`src/rtl/dac_spi_tx_if.sv`:
```
// Sample handshake and serial DAC pins for dac_spi_tx.
// master = sample producer, slave = transmitter.
interface dac_spi_tx_if;
    logic [15:0] IN_A;
    logic [15:0] IN_B;
    logic        in_valid;
    logic        in_ready;
    logic        busy;
    logic        done;
    logic        SCLK;
    logic        SYNC_n;
    logic        DIN;
    logic        LDAC_n;

    modport master (
        output IN_A, IN_B, in_valid,
        input  in_ready, busy, done, SCLK, SYNC_n, DIN, LDAC_n
    );

    modport slave (
        input  IN_A, IN_B, in_valid,
        output in_ready, busy, done, SCLK, SYNC_n, DIN, LDAC_n
    );
endinterface

```
`src/rtl/dac_spi_tx.sv`:
```
// Dual-channel SPI DAC transmitter: two 24-bit write frames, then an LDAC_n pulse.
// Define DAC_OFFSET_BINARY_EN to send samples as offset binary (MSB inverted).
module dac_spi_tx #(
    parameter int CLK_DIV = 4
) (
    input  logic         clk,
    input  logic         rst,
    dac_spi_tx_if.slave  bus
);

    localparam int            CW        = $clog2(2 * CLK_DIV);
    localparam logic [CW-1:0] CNT_ZERO  = CW'(0);
    localparam logic [CW-1:0] CNT_ONE   = CW'(1);
    localparam logic [CW-1:0] HALF_LAST = CW'(CLK_DIV - 1);
    localparam logic [CW-1:0] BIT_LAST  = CW'(2 * CLK_DIV - 1);
    localparam logic [CW-1:0] DONE_AT   = CW'(2 * CLK_DIV - 2);

    typedef enum logic [2:0] {
        ST_IDLE    = 3'd0,
        ST_FRAME_A = 3'd1,
        ST_GAP_A   = 3'd2,
        ST_FRAME_B = 3'd3,
        ST_GAP_B   = 3'd4,
        ST_LOAD    = 3'd5
    } state_t;

    state_t        state_r;
    logic [CW-1:0] cnt_r;
    logic [4:0]    bit_cnt_r;
    logic [23:0]   shift_r;
    logic [15:0]   code_b_r;
    logic          in_ready_r;
    logic          busy_r;
    logic          done_r;
    logic          sclk_r;
    logic          sync_n_r;
    logic          din_r;
    logic          ldac_n_r;
    logic [23:0]   frame_a_s;
    logic [23:0]   frame_b_s;

    function automatic logic [15:0] dac_code(input logic [15:0] sample);
`ifdef DAC_OFFSET_BINARY_EN
        return {~sample[15], sample[14:0]};
`else
        return sample;
`endif
    endfunction

    // Header: 2'b00, command 3'b000 (write input register), 3-bit address, 16-bit code
    function automatic logic [23:0] make_frame(input logic [2:0] addr, input logic [15:0] code);
        return {2'b00, 3'b000, addr, code};
    endfunction

    assign frame_a_s = make_frame(3'b000, dac_code(bus.IN_A));
    assign frame_b_s = make_frame(3'b001, code_b_r);

    assign bus.in_ready = in_ready_r;
    assign bus.busy     = busy_r;
    assign bus.done     = done_r;
    assign bus.SCLK     = sclk_r;
    assign bus.SYNC_n   = sync_n_r;
    assign bus.DIN      = din_r;
    assign bus.LDAC_n   = ldac_n_r;

    // Transfer sequencer; every serial output is registered and set one cycle ahead
    always_ff @(posedge clk or negedge rst) begin
        if (!rst) begin
            state_r    <= ST_IDLE;
            cnt_r      <= CNT_ZERO;
            bit_cnt_r  <= 5'd0;
            shift_r    <= 24'h000000;
            code_b_r   <= 16'h0000;
            in_ready_r <= 1'b1;
            busy_r     <= 1'b0;
            done_r     <= 1'b0;
            sclk_r     <= 1'b1;
            sync_n_r   <= 1'b1;
            din_r      <= 1'b0;
            ldac_n_r   <= 1'b1;
        end else begin
            case (state_r)
                ST_IDLE: begin
                    done_r <= 1'b0;
                    if (bus.in_valid && in_ready_r) begin
                        shift_r    <= frame_a_s;
                        din_r      <= frame_a_s[23];
                        code_b_r   <= dac_code(bus.IN_B);
                        sync_n_r   <= 1'b0;
                        sclk_r     <= 1'b1;
                        cnt_r      <= CNT_ZERO;
                        bit_cnt_r  <= 5'd23;
                        in_ready_r <= 1'b0;
                        busy_r     <= 1'b1;
                        state_r    <= ST_FRAME_A;
                    end else begin
                        state_r <= ST_IDLE;
                    end
                end
                ST_FRAME_A, ST_FRAME_B: begin
                    if (cnt_r == BIT_LAST) begin
                        cnt_r  <= CNT_ZERO;
                        sclk_r <= 1'b1;
                        if (bit_cnt_r == 5'd0) begin
                            sync_n_r <= 1'b1;
                            din_r    <= 1'b0;
                            state_r  <= (state_r == ST_FRAME_A) ? ST_GAP_A : ST_GAP_B;
                        end else begin
                            bit_cnt_r <= bit_cnt_r - 5'd1;
                            shift_r   <= {shift_r[22:0], 1'b0};
                            din_r     <= shift_r[22];
                        end
                    end else begin
                        cnt_r <= cnt_r + CNT_ONE;
                        // falling SCLK halfway through the bit; DAC samples here
                        if (cnt_r == HALF_LAST) begin
                            sclk_r <= 1'b0;
                        end else begin
                            sclk_r <= sclk_r;
                        end
                    end
                end
                ST_GAP_A: begin
                    if (cnt_r == BIT_LAST) begin
                        cnt_r     <= CNT_ZERO;
                        shift_r   <= frame_b_s;
                        din_r     <= frame_b_s[23];
                        sync_n_r  <= 1'b0;
                        bit_cnt_r <= 5'd23;
                        state_r   <= ST_FRAME_B;
                    end else begin
                        cnt_r <= cnt_r + CNT_ONE;
                    end
                end
                ST_GAP_B: begin
                    if (cnt_r == BIT_LAST) begin
                        cnt_r    <= CNT_ZERO;
                        ldac_n_r <= 1'b0;
                        state_r  <= ST_LOAD;
                    end else begin
                        cnt_r <= cnt_r + CNT_ONE;
                    end
                end
                ST_LOAD: begin
                    if (cnt_r == BIT_LAST) begin
                        cnt_r      <= CNT_ZERO;
                        ldac_n_r   <= 1'b1;
                        done_r     <= 1'b0;
                        in_ready_r <= 1'b1;
                        busy_r     <= 1'b0;
                        state_r    <= ST_IDLE;
                    end else begin
                        cnt_r  <= cnt_r + CNT_ONE;
                        done_r <= (cnt_r == DONE_AT);
                    end
                end
                default: begin
                    state_r    <= ST_IDLE;
                    cnt_r      <= CNT_ZERO;
                    in_ready_r <= 1'b1;
                    busy_r     <= 1'b0;
                    done_r     <= 1'b0;
                    sclk_r     <= 1'b1;
                    sync_n_r   <= 1'b1;
                    din_r      <= 1'b0;
                    ldac_n_r   <= 1'b1;
                end
            endcase
        end
    end

endmodule

```
`src/flat_wrapper.sv`:
```
// flat-port wrapper written by rule: the top's interface ports become plain ports
module dac_spi_tx_flat 
#(
    parameter int CLK_DIV = 4
)
  (clk, rst, bus_IN_A, bus_IN_B, bus_in_valid, bus_in_ready, bus_busy, bus_done, bus_SCLK, bus_SYNC_n, bus_DIN, bus_LDAC_n);
  dac_spi_tx_if bus_i ();
  input  logic clk;
  input  logic rst;
  input wire logic [$bits(bus_i.IN_A)-1:0] bus_IN_A;
  input wire logic [$bits(bus_i.IN_B)-1:0] bus_IN_B;
  input wire logic [$bits(bus_i.in_valid)-1:0] bus_in_valid;
  output wire logic [$bits(bus_i.in_ready)-1:0] bus_in_ready;
  output wire logic [$bits(bus_i.busy)-1:0] bus_busy;
  output wire logic [$bits(bus_i.done)-1:0] bus_done;
  output wire logic [$bits(bus_i.SCLK)-1:0] bus_SCLK;
  output wire logic [$bits(bus_i.SYNC_n)-1:0] bus_SYNC_n;
  output wire logic [$bits(bus_i.DIN)-1:0] bus_DIN;
  output wire logic [$bits(bus_i.LDAC_n)-1:0] bus_LDAC_n;
  assign bus_i.IN_A = bus_IN_A;
  assign bus_i.IN_B = bus_IN_B;
  assign bus_i.in_valid = bus_in_valid;
  assign bus_in_ready = bus_i.in_ready;
  assign bus_busy = bus_i.busy;
  assign bus_done = bus_i.done;
  assign bus_SCLK = bus_i.SCLK;
  assign bus_SYNC_n = bus_i.SYNC_n;
  assign bus_DIN = bus_i.DIN;
  assign bus_LDAC_n = bus_i.LDAC_n;
  dac_spi_tx #(.CLK_DIV(CLK_DIV)) u_core (.clk(clk), .rst(rst), .bus(bus_i));
endmodule
```
`config.mk`:
```
export PLATFORM = sky130hd
export DESIGN_NAME = dac_spi_tx_flat
export DESIGN_NICKNAME = d
export VERILOG_FILES = /design/src/rtl/dac_spi_tx_if.sv /design/src/rtl/dac_spi_tx.sv /design/src/flat_wrapper.sv
export SDC_FILE = /design/constraint.sdc
export NUM_CORES = 1
export LEC_CHECK = 0
export ABC_AREA = 0
export CORE_UTILIZATION = 60
export CTS_CLUSTER_DIAMETER = 40
export DETAILED_ROUTE_END_ITERATION = 8
export DONT_BUFFER_PORTS = 1
export GPL_TIMING_DRIVEN = 0
export PLACE_DENSITY = 0.78
export SYNTH_ARGS = -nofsm -noshare
export SYNTH_HDL_FRONTEND = slang
export SYNTH_SLANG_ARGS = --single-unit
export TNS_END_PERCENT = 5
```
`constraint.sdc`:
```
create_clock -name clk -period 6.7 [get_ports clk]
set_clock_uncertainty 0.2 [all_clocks]
set_input_delay 1.34 -clock clk [delete_from_list [all_inputs] [get_ports clk]]
set_output_delay 1.34 -clock clk [all_outputs]
set_load 0.01 [all_outputs]
```
==> results.sh, run 1 <==
export IMPL_startpoint="u_core.bus.in_ready"
export IMPL_finalWorstSetupSlack_ps=4190
export IMPL_timing_critical_path_to_type="primary output"
export IMPL_max_slew_margin_pct=62.6
export IMPL_clkLatencyLatePin_ps=350
export IMPL_post_cts_resize_count=0
export IMPL_yosys_top_cells_count="53 x sky130_fd_sc_hd__dfrtp_1, 31 x sky130_fd_sc_hd__o21ai_0, 27 x sky130_fd_sc_hd__a21oi_1"
export IMPL_status="finished clean"
export IMPL_detail_route_wl_per_cell_um=16.9
export IMPL_synth_seq_cells=57
export IMPL_dpl_instance_area_um2=3130
export IMPL_routed_via_count=2293
export IMPL_post_synthesis_cell_type_count=41
export IMPL_floorplan_core_area_um2=4790
export IMPL_cts_root_to_sink_buffers=2
export IMPL_synth_largest_area_cell="sky130_fd_sc_hd__dfrtp_1"
export IMPL_cts_max_level=3
export IMPL_max_clock_freq_mhz=398
export IMPL_async_flop_share_pct=100
export IMPL_crit_reg2reg_launch="u_core.cnt_r[0]"
export IMPL_number_of_antenna_violations_at_the_first_check_in_global_routing=0
export IMPL_synth_edff_count=0
export IMPL_detail_route_vias_per_cell=6.11
export IMPL_grt_ovfl_total=0
export IMPL_main_area_contributors_after_synthesis="sky130_fd_sc_hd__dfrtp_1 44%, sky130_fd_sc_hd__mux2_2 8.9%, sky130_fd_sc_hd__o21ai_0 5.1%, sky130_fd_sc_hd__mux2_4 4.9%, sky130_fd_sc_hd__a21oi_1 4.4%"
export IMPL_r2r_slack_ps=4200
export IMPL_ios=42
export IMPL_port_buffers=0
export IMPL_cts_post_setup_buffers_inserted=0
export IMPL_final_min_clock_period_ps=2510
export IMPL_timing_hold_worst_start="u_core.shift_r[3]"
export IMPL_power_density_nw_per_um2=216
export IMPL_static_leakage_power_nw=1.55
export IMPL_die_span_in_y_um=73.2
export IMPL_netlist_instances=292
export IMPL_worstSetupPathType="flip-flop to primary output"
export IMPL_num_rows=25
export IMPL_die_w_um=73.2
export IMPL_routed_wirelength_mm=6.35
export IMPL_hold_worst_slack_ps=307
export IMPL_place_gp_congestion=0.875
export IMPL_die_area_um2=5360
export IMPL_yosysTopAreaCellShare_pct=43.6
export IMPL_main_flop_type_after_synthesis="sky130_fd_sc_hd__dfrtp_1"
export IMPL_first_pass_iters=4
export IMPL_n_antenna_cell=0
export IMPL_tritoncts="built"
export IMPL_setup_violations_final=0
export IMPL_total_power_w=0.000723
export IMPL_pre_cts_ws_ps=3840
export IMPL_initial_core_utilization_pct=63.6
export IMPL_place_detailed_hpwl_mm=4.29
export IMPL_yosys_cell_count_top_type="sky130_fd_sc_hd__dfrtp_1"
export IMPL_nets=343
export IMPL_cap_violations=0
export IMPL_final_hold_violation_count=0
export IMPL_drt_iter0_markers=178
export IMPL_timing_hold_worst_class="flip-flop to flip-flop"
export IMPL_grt_first_pass_wirelength_mm=10.8
export IMPL_critical_path_peak_fanout=8
export IMPL_ir_drop_worst_case_vdd_v=0.000166
export IMPL_ant_nets=0
export IMPL_number_of_clock_sinks=57
export IMPL_drive_above_1_share_pct=20.1
export IMPL_inserted_clock_buffers=9
export IMPL_syn_avg_cell_area_um2=10.4
export IMPL_drcViolationCount=0
export IMPL_cts_root_buffer="sky130_fd_sc_hd__clkbuf_8"
export IMPL_crit_required_ps=5160
export IMPL_synth_fp_nets=332
export IMPL_critical_path_arrival_ps=970
export IMPL_area_delta_synth_final_pct=10.3
export IMPL_grt_use_total_pct=27.2
export IMPL_finalInstanceArea_um2=3360
export IMPL_first_global_vias=2260
export IMPL_clkSlewWorstSetupHoldPaths_ps=60
export IMPL_grt_start_max_net_pins=58
export IMPL_hold_buffers=0
export IMPL_maxSlewViolCount=0
export IMPL_start_kind="flip-flop"
export IMPL_grt_setup_unrepaired="no"
export IMPL_setup_total_negative_slack_ps=0
export IMPL_mappedNetlistArea_um2=3040
export IMPL_worst_slew_pin_transition_ps=560
export IMPL_yosysSeqAreaShare_pct=47.0
export IMPL_synth_warning_count=0
export IMPL_timing_final_crit_share_pct=37.5
final timing paths:
path,end,cells past startpoint
worst max-delay path,bus_in_ready,0
worst min-delay path,u_core.shift_r[3],1
worst max register to register,u_core.shift_r[8],8
worst min register to register,u_core.shift_r[3],1
max in group asynchronous,u_core.bus.in_ready,0
min in group asynchronous,u_core.shift_r[17],0
per-stage QoR:
stage / instances / util, %
after global placement: 359 / 65.3
after CTS: 375 / 70.1
after global routing: 375 / 70.1
after floorplan: 292 / -
after detailed placement: 359 / 65.3
final: 375 / 70.1
layout make-up:
class,instances,area [um^2]
fill,372,1430
tap,67,83.8
sequential,57,1430
multi-input combinational,204,1480
clock buffer,11,151
buffer,20,86.3
clock inverter,5,77.6
inverter,11,41.3
layer usage:
| layer | up-vias | wire length [um] | global-route usage [%] |
|---|---|---|---|
| li1 | 1084 | - | - |
| met1 | 1131 | 2870 | 37.3 |
| met2 | 70 | 2970 | 41.6 |
| met3 | 8 | 416 | 7.46 |
| met4 | 0 | 95 | 9.80 |
| met5 | - | 0 | 0 |
sequential cells by signal (all words and copies together), names as in the netlist:
| signal | cells |
|---|---|
| u_core.state_r | 3 |
| u_core.cnt_r | 3 |
| u_core.bus.SYNC_n | 1 |
| u_core.shift_r | 23 |
| u_core.bus.done | 1 |
| u_core.bus.SCLK | 1 |
| u_core.code_b_r | 16 |
| u_core.bus.LDAC_n | 1 |
| u_core.bus.in_ready | 1 |
| u_core.bus.busy | 1 |
| u_core.bit_cnt_r | 5 |
| u_core.bus.DIN | 1 |
where the power goes:
part           switching (W)  internal [W]
clock               0.000143      0.000228
sequential                 0      0.000344
combinational     0.00000359    0.00000475
total               0.000146      0.000577
worst reg2reg max path: cells and delay by family (launching register included):
| family | cells | cell delay, ps |
|---|---|---|
| flops | 1 | 400 |
| fa+ha+maj | 2 | 390 |
| simple gates | 2 | 280 |
| mux | 2 | 580 |
| buf+inv | 2 | 550 |
cell usage in the layout, fill, tap and decap left out, types with 2 or more instances in the layout:
cell                        Yosys  routed
sky130_fd_sc_hd__nor3_1         3       3
sky130_fd_sc_hd__clkbuf_1      16      16
sky130_fd_sc_hd__inv_1         11      11
sky130_fd_sc_hd__a21oi_1       27      27
sky130_fd_sc_hd__a22oi_1       18      18
sky130_fd_sc_hd__clkinv_2       0       2
sky130_fd_sc_hd__nand2b_1       2       2
sky130_fd_sc_hd__o31ai_1        2       2
sky130_fd_sc_hd__mux2_4        10      10
sky130_fd_sc_hd__nor2b_1       21      21
sky130_fd_sc_hd__a31oi_1        2       2
sky130_fd_sc_hd__o21ai_0       31      31
sky130_fd_sc_hd__mux2_2        24      24
sky130_fd_sc_hd__nand2_1       17      17
sky130_fd_sc_hd__nor2_1         7       7
sky130_fd_sc_hd__buf_2          3       3
sky130_fd_sc_hd__o22ai_1        4       4
sky130_fd_sc_hd__clkbuf_8       0      11
sky130_fd_sc_hd__mux2i_1        7       7
sky130_fd_sc_hd__dfstp_2        4       4
sky130_fd_sc_hd__ha_1           5       5
sky130_fd_sc_hd__dfrtp_1       53      53
sky130_fd_sc_hd__a211oi_1       3       3
sky130_fd_sc_hd__bufinv_16      0       2
sky130_fd_sc_hd__o22a_1         3       3
logic make-up (layout without fill, tap and decap cells):
| logic type | after synthesis | count (layout) | synth area share [%] |
|---|---|---|---|
| AO/OA/AOI/OAI | 96 | 96 | 19.0 |
| AND/OR/NAND/NOR | 60 | 60 | 11.0 |
| flip-flops | 57 | 57 | 47.0 |
| multiplexers | 41 | 41 | 16.1 |
| buffers and inverters | 31 | 47 | 4.19 |
| adder cells (fa/ha/maj) | 5 | 5 | 2.06 |
| XOR/XNOR | 2 | 2 | 0.576 |
Note: power is estimated with default switching activity, not from simulation.
==> inputs of run 2 (changes only) <==
==> constraint.sdc (replaced) <==
create_clock -name clk -period 2.6 [get_ports clk]
set_clock_uncertainty 0.2 [all_clocks]
set_input_delay 0.52 -clock clk [delete_from_list [all_inputs] [get_ports clk]]
set_output_delay 0.52 -clock clk [all_outputs]
set_load 0.01 [all_outputs]
==> run 2 against run 1 <==
Compared with the run above: setup slack got worse by 4000 ps; first-iteration DRC count fell by 3.9%; sequential power rose to 2.6 times the previous value; power grew to 2.6 times the previous value; via count about the same; core utilization increased by 0.81 points; sequential share of layout area shrank 0.49 points; cell area increased by 1.2%; largest power group unchanged.
==> results.sh, run 2 (synthesis gave the netlist of run 1 again) <==
export IMPL_critical_path_arrival_ps=2460
export IMPL_drt_iter0_markers=171
export IMPL_drive_above_1_share_pct=20.6
export IMPL_static_leakage_power_nw=1.57
export IMPL_largest_registers="u_core.shift_r (23), u_core.code_b_r (16), u_core.bit_cnt_r (5)"
export IMPL_ir_drop_worst_case_vdd_v=0.000433
export IMPL_cap_violations=0
export IMPL_timing_final_crit_share_pct=93.4
export IMPL_cts_max_level=3
export IMPL_ant_nets=0
export IMPL_maxSlewViolCount=0
export IMPL_max_clock_freq_mhz=412
export IMPL_grt_start_max_net_pins=58
export IMPL_die_area_um2=5360
export IMPL_detail_route_wl_per_cell_um=16.8
export IMPL_n_antenna_cell=0
export IMPL_grt_setup_unrepaired="no"
export IMPL_die_span_in_y_um=73.2
export IMPL_first_global_vias=2266
export IMPL_grt_use_total_pct=27.3
export IMPL_cts_root_to_sink_buffers=2
export IMPL_worst_slew_pin_transition_ps=558
export IMPL_setup_total_negative_slack_ps=0
export IMPL_routed_via_count=2292
export IMPL_tritoncts="built"
export IMPL_area_delta_synth_final_pct=11.6
export IMPL_cts_root_buffer="sky130_fd_sc_hd__clkbuf_8"
export IMPL_port_buffers=0
export IMPL_place_gp_congestion=0.875
export IMPL_status="finished clean"
export IMPL_top_register="u_core.shift_r"
export IMPL_drcViolationCount=0
export IMPL_worstSetupPathType="flip-flop to flip-flop"
export IMPL_final_common_cell="sky130_fd_sc_hd__dfrtp_1"
export IMPL_max_slew_margin_pct=62.8
export IMPL_grt_first_pass_wirelength_mm=10.8
export IMPL_clkSlewWorstSetupHoldPaths_ps=70
export IMPL_grt_ovfl_total=0
export IMPL_final_min_clock_period_ps=2430
export IMPL_crit_required_ps=2630
export IMPL_first_pass_iters=4
export IMPL_critical_path_peak_fanout=10
export IMPL_inserted_clock_buffers=9
export IMPL_routed_wirelength_mm=6.32
export IMPL_floorplan_core_area_um2=4790
export IMPL_layout_cells_most_common_list="53 x sky130_fd_sc_hd__dfrtp_1, 31 x sky130_fd_sc_hd__o21ai_0, 27 x sky130_fd_sc_hd__a21oi_1"
export IMPL_initial_core_utilization_pct=63.6
export IMPL_largest_register_ffs=23
export IMPL_number_of_antenna_violations_at_the_first_check_in_global_routing=0
export IMPL_num_rows=25
export IMPL_setup_violations_final=0
export IMPL_power_density_nw_per_um2=556
export IMPL_timing_critical_path_to_type="flip-flop"
export IMPL_detail_route_vias_per_cell=6.08
export IMPL_clkLatencyLatePin_ps=350
export IMPL_final_hold_violation_count=0
export IMPL_start_kind="flip-flop"
export IMPL_ios=42
export IMPL_nets=345
export IMPL_timing_hold_worst_class="primary input to flip-flop"
export IMPL_number_of_clock_sinks=57
export IMPL_die_w_um=73.2
export IMPL_hold_worst_slack_ps=121
export IMPL_place_detailed_hpwl_mm=4.29
run 2: repair_timing:
action | 4_1_cts | 5_1_grt
endpoints found under the setup margin | 0 | 9
hold endpoints to repair | 57 | 0
hold buffers | 2 | 0
setup buffers | 0 | 0
gates resized for setup | 0 | 2
run 2: cell type report:
cell class	count	area, um^2
Buffer	20	87.6
Clock buffer	11	151
Clock inverter	5	77.6
Fill cell	368	1390
Inverter	11	41.3
Multi-Input combinational cell	204	1480
Sequential cell	57	1430
Tap cell	67	83.8
Timing Repair Buffer	2	37.5
run 2: path summary, 6_finish.rpt:
kind | startpoint | end | slack (ps) | cells after the start
setup / recovery | u_core.cnt_r[0] | u_core.shift_r[8] | 170 | 8
hold / removal | bus_IN_B[14] | u_core.code_b_r[14] | 120 | 1
setup reg to reg | u_core.cnt_r[0] | u_core.shift_r[8] | 170 | 8
hold reg to reg | u_core.shift_r[21] | u_core.shift_r[21] | 310 | 2
max in group asynchronous | rst | u_core.bus.SCLK | 1400 | 2
min in group asynchronous | rst | u_core.bus.DIN | 500 | 2
run 2: metrics by stage:
step / cells / cell area [um^2] / setup WS, ps / utilization (%) / power (W)
6_report: 377 / 3390 / 172 / 70.9 / 0.00189
5_1_grt: 377 / 3390 / 56.9 / 70.9 / 0.00194
4_1_cts: 377 / 3390 / 119 / 70.9 / 0.00190
3_5_place_dp: 359 / 3130 / 143 / 65.3 / 0.000925
3_3_place_gp: 359 / 3130 / 164 / 65.3 / 0.000924
2_1_floorplan: 292 / 3040 / 378 / - / 0.000922
run 2: power breakdown:
| part | switching, W | internal, W | total (W) |
|---|---|---|---|
| sequential | 0 | 0.000887 | 0.000887 |
| combinational | 0.0000261 | 0.0000176 | 0.0000436 |
| clock | 0.000367 | 0.000588 | 0.000955 |
run 2: critical path: stages (launching register included):
cell	delay, ps
sky130_fd_sc_hd__dfrtp_1	420
sky130_fd_sc_hd__ha_1	240
sky130_fd_sc_hd__ha_1	200
sky130_fd_sc_hd__clkbuf_2	190
sky130_fd_sc_hd__nand2_1	110
sky130_fd_sc_hd__nand2_1	110
sky130_fd_sc_hd__mux2_4	350
sky130_fd_sc_hd__buf_6	180
sky130_fd_sc_hd__mux2_4	310
run 2: metal layers:
metal	global-route usage [%]	up-vias	wire length, um
met2	41.6	74	2980
met3	7.32	8	350
met4	10.0	0	96
li1	-	1079	-
met5	0	-	0
met1	37.6	1131	2900
==> inputs of run 3 (changes only) <==
--- a/config.mk
+++ b/config.mk
@@ -7,9 +7,10 @@
 export LEC_CHECK = 0
 export ABC_AREA = 0
 export CORE_UTILIZATION = 60
-export CTS_CLUSTER_DIAMETER = 40
+export CTS_CLUSTER_DIAMETER = 80
 export DETAILED_ROUTE_END_ITERATION = 8
 export DONT_BUFFER_PORTS = 1
+export GPL_ROUTABILITY_DRIVEN = 1
 export GPL_TIMING_DRIVEN = 0
 export PLACE_DENSITY = 0.78
 export SYNTH_ARGS = -nofsm -noshare
==> results of run 3 <==
The final DEF is identical to that of run 2; final timing and power are the same.
